$ cat src/rtl/booth_pkg.sv
// Shared types and default widths for the Booth multiplier datapath and its downstream stages.
package booth_pkg;

    localparam int unsigned OP_W       = 16;
    localparam int unsigned DEF_PROD_W = 2 * OP_W;
    localparam int unsigned DEF_ACC_W  = 40;
    localparam int unsigned DEF_CNT_W  = 8;

    typedef enum logic {
        ACCUM = 1'b0,
        HOLD  = 1'b1
    } acc_state_e;

endpackage

$ cat src/rtl/acc_add_ovf.sv
// Sign-extending accumulator adder with two's-complement overflow detection.
module acc_add_ovf
    import booth_pkg::*;
#(
    parameter int unsigned ACC_W  = DEF_ACC_W,
    parameter int unsigned PROD_W = DEF_PROD_W
) (
    input  logic [ACC_W-1:0]  acc,
    input  logic [PROD_W-1:0] product,
    output logic [ACC_W-1:0]  sum,
    output logic              ovf
);

    logic [ACC_W-1:0] prod_ext;

    always_comb begin
        prod_ext = {{(ACC_W - PROD_W){product[PROD_W-1]}}, product};
        sum      = acc + prod_ext;
        // Overflow only when both operands share a sign the result does not.
        ovf      = (acc[ACC_W-1] == prod_ext[ACC_W-1]) && (sum[ACC_W-1] != acc[ACC_W-1]);
    end

endmodule

$ cat src/rtl/booth_product_accumulator.sv
// Accumulates the signed Booth product stream into dot products and hands each sum downstream.
module booth_product_accumulator
    import booth_pkg::*;
#(
    parameter int unsigned PROD_W    = DEF_PROD_W,
    parameter int unsigned ACC_W     = DEF_ACC_W,
    parameter int unsigned CNT_W     = DEF_CNT_W,
    parameter int unsigned MAX_TERMS = 255
) (
    input  logic              clk,
    input  logic              rst_n,
    input  logic              clr,
    input  logic              in_valid,
    output logic              in_ready,
    input  logic [PROD_W-1:0] in_product,
    input  logic              in_last,
    output logic              out_valid,
    input  logic              out_ready,
    output logic [ACC_W-1:0]  out_sum,
    output logic [CNT_W-1:0]  out_count,
    output logic              out_ovf
);

    localparam logic [CNT_W-1:0] MAX_CNT = CNT_W'(MAX_TERMS);

    acc_state_e       state_q, state_d;
    logic [ACC_W-1:0] acc_q, acc_d;
    logic [CNT_W-1:0] cnt_q, cnt_d;
    logic             ovf_q, ovf_d;
    logic [ACC_W-1:0] out_sum_q, out_sum_d;
    logic [CNT_W-1:0] out_count_q, out_count_d;
    logic             out_ovf_q, out_ovf_d;

    logic [ACC_W-1:0] add_sum;
    logic             add_ovf;
    logic [CNT_W-1:0] cnt_inc;
    logic             new_ovf;
    logic             accept;
    logic             end_sum;

    acc_add_ovf #(
        .ACC_W  (ACC_W),
        .PROD_W (PROD_W)
    ) u_add (
        .acc     (acc_q),
        .product (in_product),
        .sum     (add_sum),
        .ovf     (add_ovf)
    );

    assign in_ready  = (state_q == ACCUM);
    assign out_valid = (state_q == HOLD);
    assign out_sum   = out_sum_q;
    assign out_count = out_count_q;
    assign out_ovf   = out_ovf_q;

    always_comb begin
        cnt_inc = cnt_q + CNT_W'(1);
        new_ovf = ovf_q | add_ovf;
        accept  = in_valid && in_ready && !clr;
        end_sum = accept && (in_last || (cnt_inc == MAX_CNT));
    end

    always_comb begin
        state_d     = state_q;
        acc_d       = acc_q;
        cnt_d       = cnt_q;
        ovf_d       = ovf_q;
        out_sum_d   = out_sum_q;
        out_count_d = out_count_q;
        out_ovf_d   = out_ovf_q;

        if (clr) begin
            // Abort wins over both an accept and a downstream transfer.
            state_d     = ACCUM;
            acc_d       = '0;
            cnt_d       = '0;
            ovf_d       = 1'b0;
            out_sum_d   = '0;
            out_count_d = '0;
            out_ovf_d   = 1'b0;
        end else begin
            unique case (state_q)
                ACCUM: begin
                    if (accept) begin
                        acc_d = add_sum;
                        cnt_d = cnt_inc;
                        ovf_d = new_ovf;
                        if (end_sum) begin
                            out_sum_d   = add_sum;
                            out_count_d = cnt_inc;
                            out_ovf_d   = new_ovf;
                            state_d     = HOLD;
                        end
                    end
                end
                HOLD: begin
                    if (out_ready) begin
                        state_d = ACCUM;
                        acc_d   = '0;
                        cnt_d   = '0;
                        ovf_d   = 1'b0;
                    end
                end
                default: state_d = ACCUM;
            endcase
        end
    end

    always_ff @(posedge clk or negedge rst_n) begin
        if (!rst_n) begin
            state_q     <= ACCUM;
            acc_q       <= '0;
            cnt_q       <= '0;
            ovf_q       <= 1'b0;
            out_sum_q   <= '0;
            out_count_q <= '0;
            out_ovf_q   <= 1'b0;
        end else begin
            state_q     <= state_d;
            acc_q       <= acc_d;
            cnt_q       <= cnt_d;
            ovf_q       <= ovf_d;
            out_sum_q   <= out_sum_d;
            out_count_q <= out_count_d;
            out_ovf_q   <= out_ovf_d;
        end
    end

endmodule

$ cat config.mk
export PLATFORM = sky130hd
export DESIGN_NAME = booth_product_accumulator
export DESIGN_NICKNAME = d
export VERILOG_FILES = /design/src/rtl/booth_pkg.sv /design/src/rtl/acc_add_ovf.sv /design/src/rtl/booth_product_accumulator.sv
export SDC_FILE = /design/constraint.sdc
export NUM_CORES = 1
export LEC_CHECK = 0
export CORE_MARGIN = 4
export CORE_UTILIZATION = 25
export DETAILED_ROUTE_END_ITERATION = 7
export GPL_ROUTABILITY_DRIVEN = 0
export GPL_TIMING_DRIVEN = 0
export PLACE_DENSITY = 0.49
export SLEW_MARGIN = 30
export SYNTH_ARGS = -nofsm -noshare
export SYNTH_HDL_FRONTEND = slang
export SYNTH_SLANG_ARGS = --single-unit
$ cat constraint.sdc
create_clock -name clk -period 4 [get_ports clk]
set_input_delay 1 -clock clk [delete_from_list [all_inputs] [get_ports clk]]
set_output_delay 1 -clock clk [all_outputs]
set_load 0.01 [all_outputs]
# [Word-level counts from Yosys, hierarchy flattened]
# Cells that the tools add are included.
[word_totals] ff_bits=99 latchBits=0 mem_bits_rw=0 mem_bits_ro=0 input_bits=38 out_inout_bits=51 word_cells=56 memories=0
[op_classes] add_sub_neg=2 multipliers=0 div_mod_pow=0 magnitude_cmp=0 n_eq_ne=6 shifts=0 mux=29 bitwise=2 n_reduce_logical=10
[ops] op="two-way mux 40 bit" n=7
[ops] op="case mux 40 bit (2 select lines)" n=1
[ops] op="two-way mux 8 bit" n=7
[ops] op="adder 40 bit" n=1
[ops] op="case mux 8 bit (2 select lines)" n=1
[ops] op="two-way mux 1 bit" n=11
[ops] op="adder 8 x 1 -> 8 bit, second input constant" n=1
[ops] op="equality test 8 bit, second input constant" n=1
[ops] op="logical AND 1 bit" n=4
[ops] op="case mux 1 bit (2 select lines)" n=2
[ops] op="nonzero test 2 bit" n=2
[ops] op="!= test 3 x 2 -> 1 bit, second input constant" n=1
[ops] op="!= test 3 bit, second input constant" n=1
[ops] op="AND reduction 3 bit" n=1
[ops] op="!= test 2 bit, second input constant" n=1
[ops] op="AND reduction 2 bit" n=1
[ops] op="equality test 1 bit" n=1
[ops] op="logical NOT 1 bit" n=1
[ops] op="logical OR 1 bit" n=1
[ops] op="!= test 1 bit" n=1
[ops] op="inverter 1 bit" n=1
[ops] op="OR 1 bit" n=1

# [Longest topological paths before layout]
# Gate-level depths: netlist of the first run.
[depth] depth_word=8 depth_mapped=12 depth_no_buf=12

# [Cells and area by module]
# Synthesis of the first run repeated with hierarchy kept, for this count alone.
[hier_totals] hier_cells=601 area_unflattened_um2=6012.0
[modules_own_cells] module="booth_product_accumulator" n_inst=1 cells_per_inst=270 area_per_inst_um2=3754.9 seq_area_each_um2=2477.4
[modules_own_cells] module="acc_add_ovf" n_inst=1 cells_per_inst=331 area_per_inst_um2=2257.2 seq_area_each_um2=0.0

# [Worst setup path after synthesis of the first run]
# OpenSTA, ideal clock, no wires.
[synth_timing] kind="input to register" startpoint="input port in_product[2]" endpoint="register acc_q[33]" setup_ns=0.121 t_arrival_ns=3.233 t_required_ns=3.879 path_slack_ns=0.646 cell_stages=9 path_buffers=0 cell_sequence="ha_1 -> o211a_1 -> a21oi_2 -> a2111o_1 -> a211oi_2 -> nor3_1 -> o41a_1 -> xnor2_2 -> a22o_2"
[synth_via] elab_chain_cells=4
[synth_rtl] element="start, declared" line_no="booth_product_accumulator.sv:15" rtl="input logic [PROD_W-1:0] in_product,"
[synth_rtl] element="adder 40 bit" line_no="acc_add_ovf.sv:18" rtl="sum = acc + prod_ext;"
[synth_rtl] element="two-way mux 40 bit" line_no="booth_product_accumulator.sv:85" rtl="if (accept) begin"
[synth_rtl] element="case mux 40 bit (2 select lines)" line_no="booth_product_accumulator.sv:83" rtl="unique case (state_q)"
[synth_rtl] element="two-way mux 40 bit" line_no="booth_product_accumulator.sv:73" rtl="if (clr) begin"
[synth_rtl] element="end signal, assigned" line_no="booth_product_accumulator.sv:113" rtl="acc_q <= '0;"
[synth_rtl] element="end signal, assigned" line_no="booth_product_accumulator.sv:121" rtl="acc_q <= acc_d;"
[synth_rtl] element="end, declared" line_no="booth_product_accumulator.sv:27" rtl="logic [ACC_W-1:0] acc_q, acc_d;"
# Every way passes these cells. The select of a mux whose other input is x is not followed.
# A chain may end at the register's enable or synchronous reset.

# [Worst setup path after layout of the first run]
[layout_timing] startpoint="input port in_product[0]" endpoint="register acc_q[24]"
# Same word-level chain as after synthesis.

==> metrics.cfg, run 1 <==
[logic_synthesis]
synth_area_leaders=dfrtp_1 40%, ha_1 8.2%, a22o_1 6.0%
yosysSeqAreaShare=0.396
ys_types=65
synth_edf_count=0
syn_nets=752
synth.top_cell.area_share=0.396
synth-seq-cells=99
syn_inst=672
syn_area_um2=6250
async_flop_share=1.00
yosysWarnings=0
ys_dominant_reg_cell=dfrtp_1
syn_area_per_cell_um2=9.30
synth_top_area_cell=dfrtp_1

[final_layout]
drive_gt1_frac=0.0784
finish.utilization=0.322
antenna_cells=0
fin_nets=853
instances_no_fill=1102
syn_to_final_growth_pct=25.9
nFillCells=2537

[critical_path]
max_stage_delay_ns=0.50
endpoint_kind=flip-flop
cp.arrival_ns=4.07
critical_path_required_ns=4.24
crit_fanout=3
worstSetupPathType=in2reg
reg2regPathDepth=10
start_kind=input pin
slowest_stage=clkdlybuf4s50_1
cp_cell_sequence=clkdlybuf4s50_1 -> ha_1 -> inv_1 -> fa_1 -> nor2b_1 -> o211a_1 -> o21ai_1 -> a211oi_2 -> nor2_1 -> o21ai_0 -> a21oi_1 -> xnor2_1 -> a22o_1

[route]
drc=0
drtIter0Drc=351
route.met3.wl_um=708
detail_route.wl_per_cell_um=17.5
num_vias=5325
drt-met1-wl_um=9970
routed_wl_um=19300
ant_nets=0
dr.pass1.iters=5
vias_per_cell=4.83
routed.top_layer=met4
wl_met2_um=8390

[grt]
antenna_found_initial=0
grt_pass1_vias=5283
grtUsageTotal=0.139
grt_max_degree=52
grt_pass1_wl_um=30500
grt_overflow=0

[placed_design]
numPortBuffers=87
dp_hpwl_um=14500
placed_cells=1084
place_ws_ns=-0.414

[timing]
slew_headroom=0.538
setup_viol=0
setup_slack_ns=0.170
rsz0062_at_grt=false
min_period_over_period=0.958
hold_viol_final=0
worst_clock_skew_ns=0.00495
tightest_slew_ns=0.691
slew_viol_final=0
min_period_ns=3.83
hold_slack_ns=0.491
max_clock_freq_ghz=0.261

[floorplanning]
core_area_um2=24500
ios=89
dieArea_um2=27600
die_x_um=166
initial_utilization=0.256
die_h_um=166
fp-row-count=57

[power_and_ir_drop]
intPower_mw=2.04
p_per_area_nw_per_um2=407
p_switching_mw=1.16
switching_share=0.363
power_frac_comb=0.363
p_clk_frac=0.269
vdd_ir_drop_max_v=0.000191
seqPwrFrac=0.368
leakage_nw=3.47

[min_path]
holdCritPathClass=reg2reg
holdPathStages=2

[clocking]
clockBufferDepth=2
insertion_delay_ns=0.35
tritoncts=built
cts_buffers=9
cts.clk_slew.worst_paths_ns=0.07
htreeDepth=3
cts_root_buffer=clkbuf_16
cts_sinks=99

[job]
maxCapViolCount=0

[run_status]
status=finished, final reports clean

-- timing repair --
action | 4_1_cts | 5_1_grt
endpoints found under the hold margin | 0 | 0
gates resized for setup | 1 | 5
cloned | 0 | 0
pin swaps | 0 | 2
buffers inserted | 0 | 2
setup endpoints to repair | 3 | 14
hold buffers | 0 | 0
-- per-layer routing --
layer,vias up,GRT usage
li1,2623,-
met1,2573,0.207
met2,114,0.209
met3,15,0.0262
met4,0,0.0298
met5,-,0
-- stage by stage --
step           cell area [um^2]  setup TNS, ns  power (mW)
2_1_floorplan              6250              0        1.97
3_3_place_gp               7530        -229.42        2.36
3_5_place_dp               7560          -5.29        2.36
4_1_cts                    7840              0        3.24
5_1_grt                    7870              0        3.41
6_report                   7870              0        3.21
-- power groups by stage --
| stage | Combinational, mW | Clock (mW) | Sequential [mW] |
|---|---|---|---|
| after floorplan | 0.763 | 0 | 1.20 |
| after global placement | 1.16 | 0 | 1.20 |
| final | 1.16 | 0.861 | 1.18 |
| after CTS | 1.17 | 0.887 | 1.18 |
| after detailed placement | 1.16 | 0 | 1.20 |
| after global routing | 1.29 | 0.923 | 1.19 |
-- layout by cell type, fill, tap and decap left out, types with 21 or more instances in the layout --
master	instances
ha_1	41
nor2_1	42
nand2_1	91
dfrtp_1	99
a21oi_1	66
xnor2_1	21
o21ai_0	38
clkdlybuf4s50_1	86
a22o_1	43
clkbuf_1	22
-- critical path: cells and delay by family --
| kind | cells | cell delay [ns] |
|---|---|---|
| compound gates | 6 | 1.40 |
| fa+ha+maj | 2 | 0.62 |
| buf+inv | 2 | 0.57 |
| simple gates | 2 | 0.31 |
| xor+xnor | 1 | 0.18 |
-- registers in the layout (all words and copies together) (netlist names) --
| signal | flops |
|---|---|
| cnt_q | 8 |
| out_count | 8 |
| out_ovf | 1 |
| ovf_q | 1 |
| out_sum | 40 |
| out_valid | 1 |
| acc_q | 40 |
-- final timing paths --
check,startpoint,endpoint,slack (ns)
min in group asynchronous,rst_n,out_sum[29],0.61
worst max register to register,cnt_q[0],out_sum[16],0.88
worst max-delay path,in_product[0],acc_q[24],0.17
max in group asynchronous,rst_n,out_count[7],2.75
worst min register to register,out_sum[31],out_sum[31],0.49
worst min-delay path,out_sum[31],out_sum[31],0.49
-- synth_stat cells, drive strengths merged (13+ instances only) --
cell type  count
dfrtp         99
nor2          42
inv           14
nand2b        15
nand3         13
clkbuf        29
o21ai         44
a21o          18
a21oi         70
xor2          20
nand2         91
ha            41
xnor2         22
a22o          44
-- logic make-up after synthesis --
group,share of synthesized area
buffers and inverters,0.0506
adder cells (fa/ha/maj),0.0853
multiplexers,0.00961
XOR/XNOR,0.0637
AO/OA/AOI/OAI,0.252
flip-flops,0.396
AND/OR/NAND/NOR,0.142
-- area by class of cell --
type	instances	area, um^2	share of cell area
sequential	99	2480	0.315
tap	324	405	0.0515
inverter	14	52.6	0.00668
timing repair buffer	90	915	0.116
clock buffer	9	225	0.0286
buffer	40	264	0.0335
clock inverter	7	52.6	0.00668
multi-input combinational	519	3480	0.442
Note: power is estimated with default switching activity, not from simulation.
==> inputs of run 2 (changes only) <==
--- a/config.mk
+++ b/config.mk
@@ -14,4 +14,5 @@
 export SLEW_MARGIN = 30
 export SYNTH_ARGS = -nofsm -noshare
 export SYNTH_HDL_FRONTEND = slang
+export SYNTH_HIERARCHICAL = 1
 export SYNTH_SLANG_ARGS = --single-unit
==> metrics.cfg, run 2 <==
[run_status]
status=finished, final reports clean

[logic_synthesis]
yosys.area_share.simple=0.106  ; -0.0366
synthXorXnorAreaFrac=0.0597  ; -0.00392
yosysSeqAreaShare=0.412  ; +0.0158
synth_top_family_by_area=compound AO/OA/AOI/OAI gates
yosysWarnings=6  ; +6
synthTopCellsByCount=99 x dfrtp_1, 45 x a21oi_1, 43 x nand2_1, 42 x a22o_1
synth-compound-area-share=0.301  ; +0.0489
synthMuxAreaShare=0.00354  ; -0.00607
syn_nets=681  ; -9.4%
synth.top_cell.area_share=0.412  ; +0.0158
ys_types=55  ; -15%
ys_dominant_reg_cell=dfrtp_1
syn_inst=601  ; -11%
syn_area_um2=6010  ; -3.8%
synth_area_leaders=dfrtp_1 41%, ha_1 8.5%, a32o_1 6.8%
synth_top_area_cell=dfrtp_1
syn_area_per_cell_um2=10.0  ; +7.5%
synth_fa_ha_area_frac=0.0887  ; +0.00339
synth_edf_count=0  ; unchanged
async_flop_share=1.00  ; unchanged
synth-seq-cells=99  ; unchanged
yosysMostFrequentCell=dfrtp_1

[timing]
max_clock_freq_ghz=0.263  ; +0.79%
slew_viol_final=0  ; unchanged
min_period_ns=3.80  ; -0.0299 ns
hold_viol_final=0  ; unchanged
min_period_over_period=0.950  ; -0.00748
tightest_slew_ns=0.706  ; +0.0153 ns
rsz0062_at_grt=false
tns_ns=0  ; unchanged
setup_viol=0  ; unchanged
slew_headroom=0.528  ; -0.0101
worst_clock_skew_ns=0.0149  ; +0.00994 ns

[final_layout]
instances_no_fill=1025  ; -7.0%
final_common_cell=dfrtp_1
finish.utilization=0.325  ; +0.00295
regArea_um2=2480  ; unchanged
fin_nets=781  ; -8.4%
nFillCells=2495  ; -1.7%
final_cell_mix=99 x dfrtp_1, 87 x clkdlybuf4s50_1, 45 x a21oi_1
final_area_um2=7640  ; -2.9%
multiInputGateArea_um2=3380  ; -3.0%
syn_to_final_growth_pct=27.2
antenna_cells=0  ; unchanged
drive_gt1_frac=0.0425  ; -0.0359

[critical_path]
critPathCapture=out_sum[36]
critPathLaunch=in_product[0]
worstSetupPathType=in2reg
cp.arrival_ns=4.05  ; -0.02 ns
reg2reg_to=out_sum[36]
endpoint_kind=flip-flop
timing.rr.start=acc_q[0]
crit_fanout=3  ; unchanged
critical_path_required_ns=4.25  ; about the same
r2r_slack_ns=0.86  ; -0.02 ns
reg2regPathDepth=11  ; +1
start_kind=input pin

[power_and_ir_drop]
vdd_ir_drop_max_v=0.000181  ; -5.2%
leakage_nw=3.31  ; -4.6%
total_power_mw=3.20  ; -0.17%
p_per_area_nw_per_um2=419  ; +2.8%

[floorplanning]
die_x_um=163  ; -1.8%
core_area_um2=23500  ; -3.8%
die_h_um=163  ; -1.8%
initial_utilization=0.255  ; about the same
fp-row-count=56  ; -1.8%
ios=89  ; unchanged
dieArea_um2=26600  ; -3.6%

[route]
vias_per_cell=5.00  ; +3.6%
detail_route.wl_per_cell_um=17.6  ; +0.71%
drtIter0Drc=276  ; -21%
routed.top_layer=met4
dr.pass1.iters=6  ; +1
num_vias=5130  ; -3.7%
ant_nets=0  ; unchanged
drc=0  ; unchanged
routed_wl_um=18100  ; -6.3%
wl_met2_um=8350  ; -0.57%
drt-met1-wl_um=8910  ; -11%
route.met3.wl_um=644  ; -9.0%

[grt]
antenna_found_initial=0  ; unchanged
grt_pass1_wl_um=29200  ; -4.4%
grt_overflow=0  ; unchanged
grtUsageTotal=0.138  ; -0.000658
grt_max_degree=64  ; +23%
grt_pass1_vias=5235  ; -0.91%

[clocking]
cts_hold_buf=0  ; unchanged
cts_root_buffer=clkbuf_16
tritoncts=built
post_cts_buffers=0  ; unchanged
htreeDepth=3  ; unchanged
insertion_delay_ns=0.36  ; about the same
cts_buffers=9  ; unchanged
clockBufferDepth=2  ; unchanged
cts.clk_slew.worst_paths_ns=0.08  ; about the same
cts_sinks=99  ; unchanged

[min_path]
holdCritPathClass=reg2reg

[job]
maxCapViolCount=0  ; unchanged

[placed_design]
dp_hpwl_um=13500  ; -6.8%
dpl_cell_area_um2=7320  ; -3.1%
placed_cells=1009  ; -6.9%
numPortBuffers=88  ; +1.1%

run 2: cell types whose count changed in the layout (fill, tap and decap cells not counted), moves of 6 or more:
cell | previous run | this run
nand2_1 | 91 | 43
a32o_1 | 0 | 41
a21oi_1 | 66 | 45
nand2b_1 | 15 | 4
xnor2_1 | 21 | 30
xor2_1 | 20 | 11
o21ai_0 | 38 | 31
o2bb2ai_1 | 0 | 7
and3_1 | 2 | 8
clkbuf_1 | 22 | 28
clkbuf_8 | 7 | 1
run 2: final cells by class:
class / count / area share
sequential: 99 / 0.324
inverter: 13 / 0.00638
clock inverter: 5 / 0.00851
buffer: 33 / 0.0165
multi-input combinational: 456 / 0.442
timing repair buffer: 89 / 0.119
tap: 319 / 0.0522
clock buffer: 11 / 0.0318
run 2: timing repair:
action | in CTS | in global routing
resized for setup | 2 | 0
endpoints found under the setup margin | 2 | 2
pin swaps | 0 | 1
run 2: metal layers:
metal / up-vias / track usage
li1: 2516 / -
met1: 2514 / 0.194
met2: 87 / 0.220
met3: 13 / 0.0278
met4: 0 / 0.0335
met5: - / 0
run 2: logic make-up (layout without fill, tap and decap cells):
group / after synthesis / after routing
buffers and inverters: 46 / 151
adder cells (fa/ha/maj): 42 / 42
XOR/XNOR: 41 / 41
flip-flops: 99 / 99
multiplexers: 2 / 2
AND/OR/NAND/NOR: 136 / 136
AO/OA/AOI/OAI: 235 / 235
run 2: worst min-delay path by stage:
stage,depth (start not counted),start,slack (ns),end
finish,1,out_count[0],0.49,out_count[0]
global route,1,out_count[2],0.51,out_count[2]
CTS,1,out_sum[19],0.50,out_sum[19]
detailed placement,1,out_count[7],0.48,out_count[7]
global placement,1,out_count[6],0.48,out_count[6]
floorplan,2,cnt_q[7],0.47,cnt_q[7]
run 2: where the power goes:
group          switching, mW  total, mW  leakage (nW)  internal [mW]
Sequential            0.0673       1.17          1.34           1.10
Combinational          0.629       1.11          1.82          0.477
Clock                  0.412      0.923         0.151          0.511
run 2: critical path, cell delays in order:
cell and delay (ns):
clkdlybuf4s50_1 0.42, ha_1 0.23, fa_1 0.45, a211oi_2 0.26
nor4_1 0.09, nor2_1 0.23, a21oi_2 0.15, o41ai_4 0.32
o2111ai_2 0.22, a221oi_2 0.30, xnor2_1 0.14, a32o_1 0.23
run 2: metrics by stage:
step | hold slack (ns) | worst slack, ns
4_1_cts | 0.498 | 0.0592
3_3_place_gp | 0.476 | -2.14
3_5_place_dp | 0.480 | -0.470
2_1_floorplan | 0.470 | 0.519
6_report | 0.491 | 0.200
5_1_grt | 0.506 | 0.0213
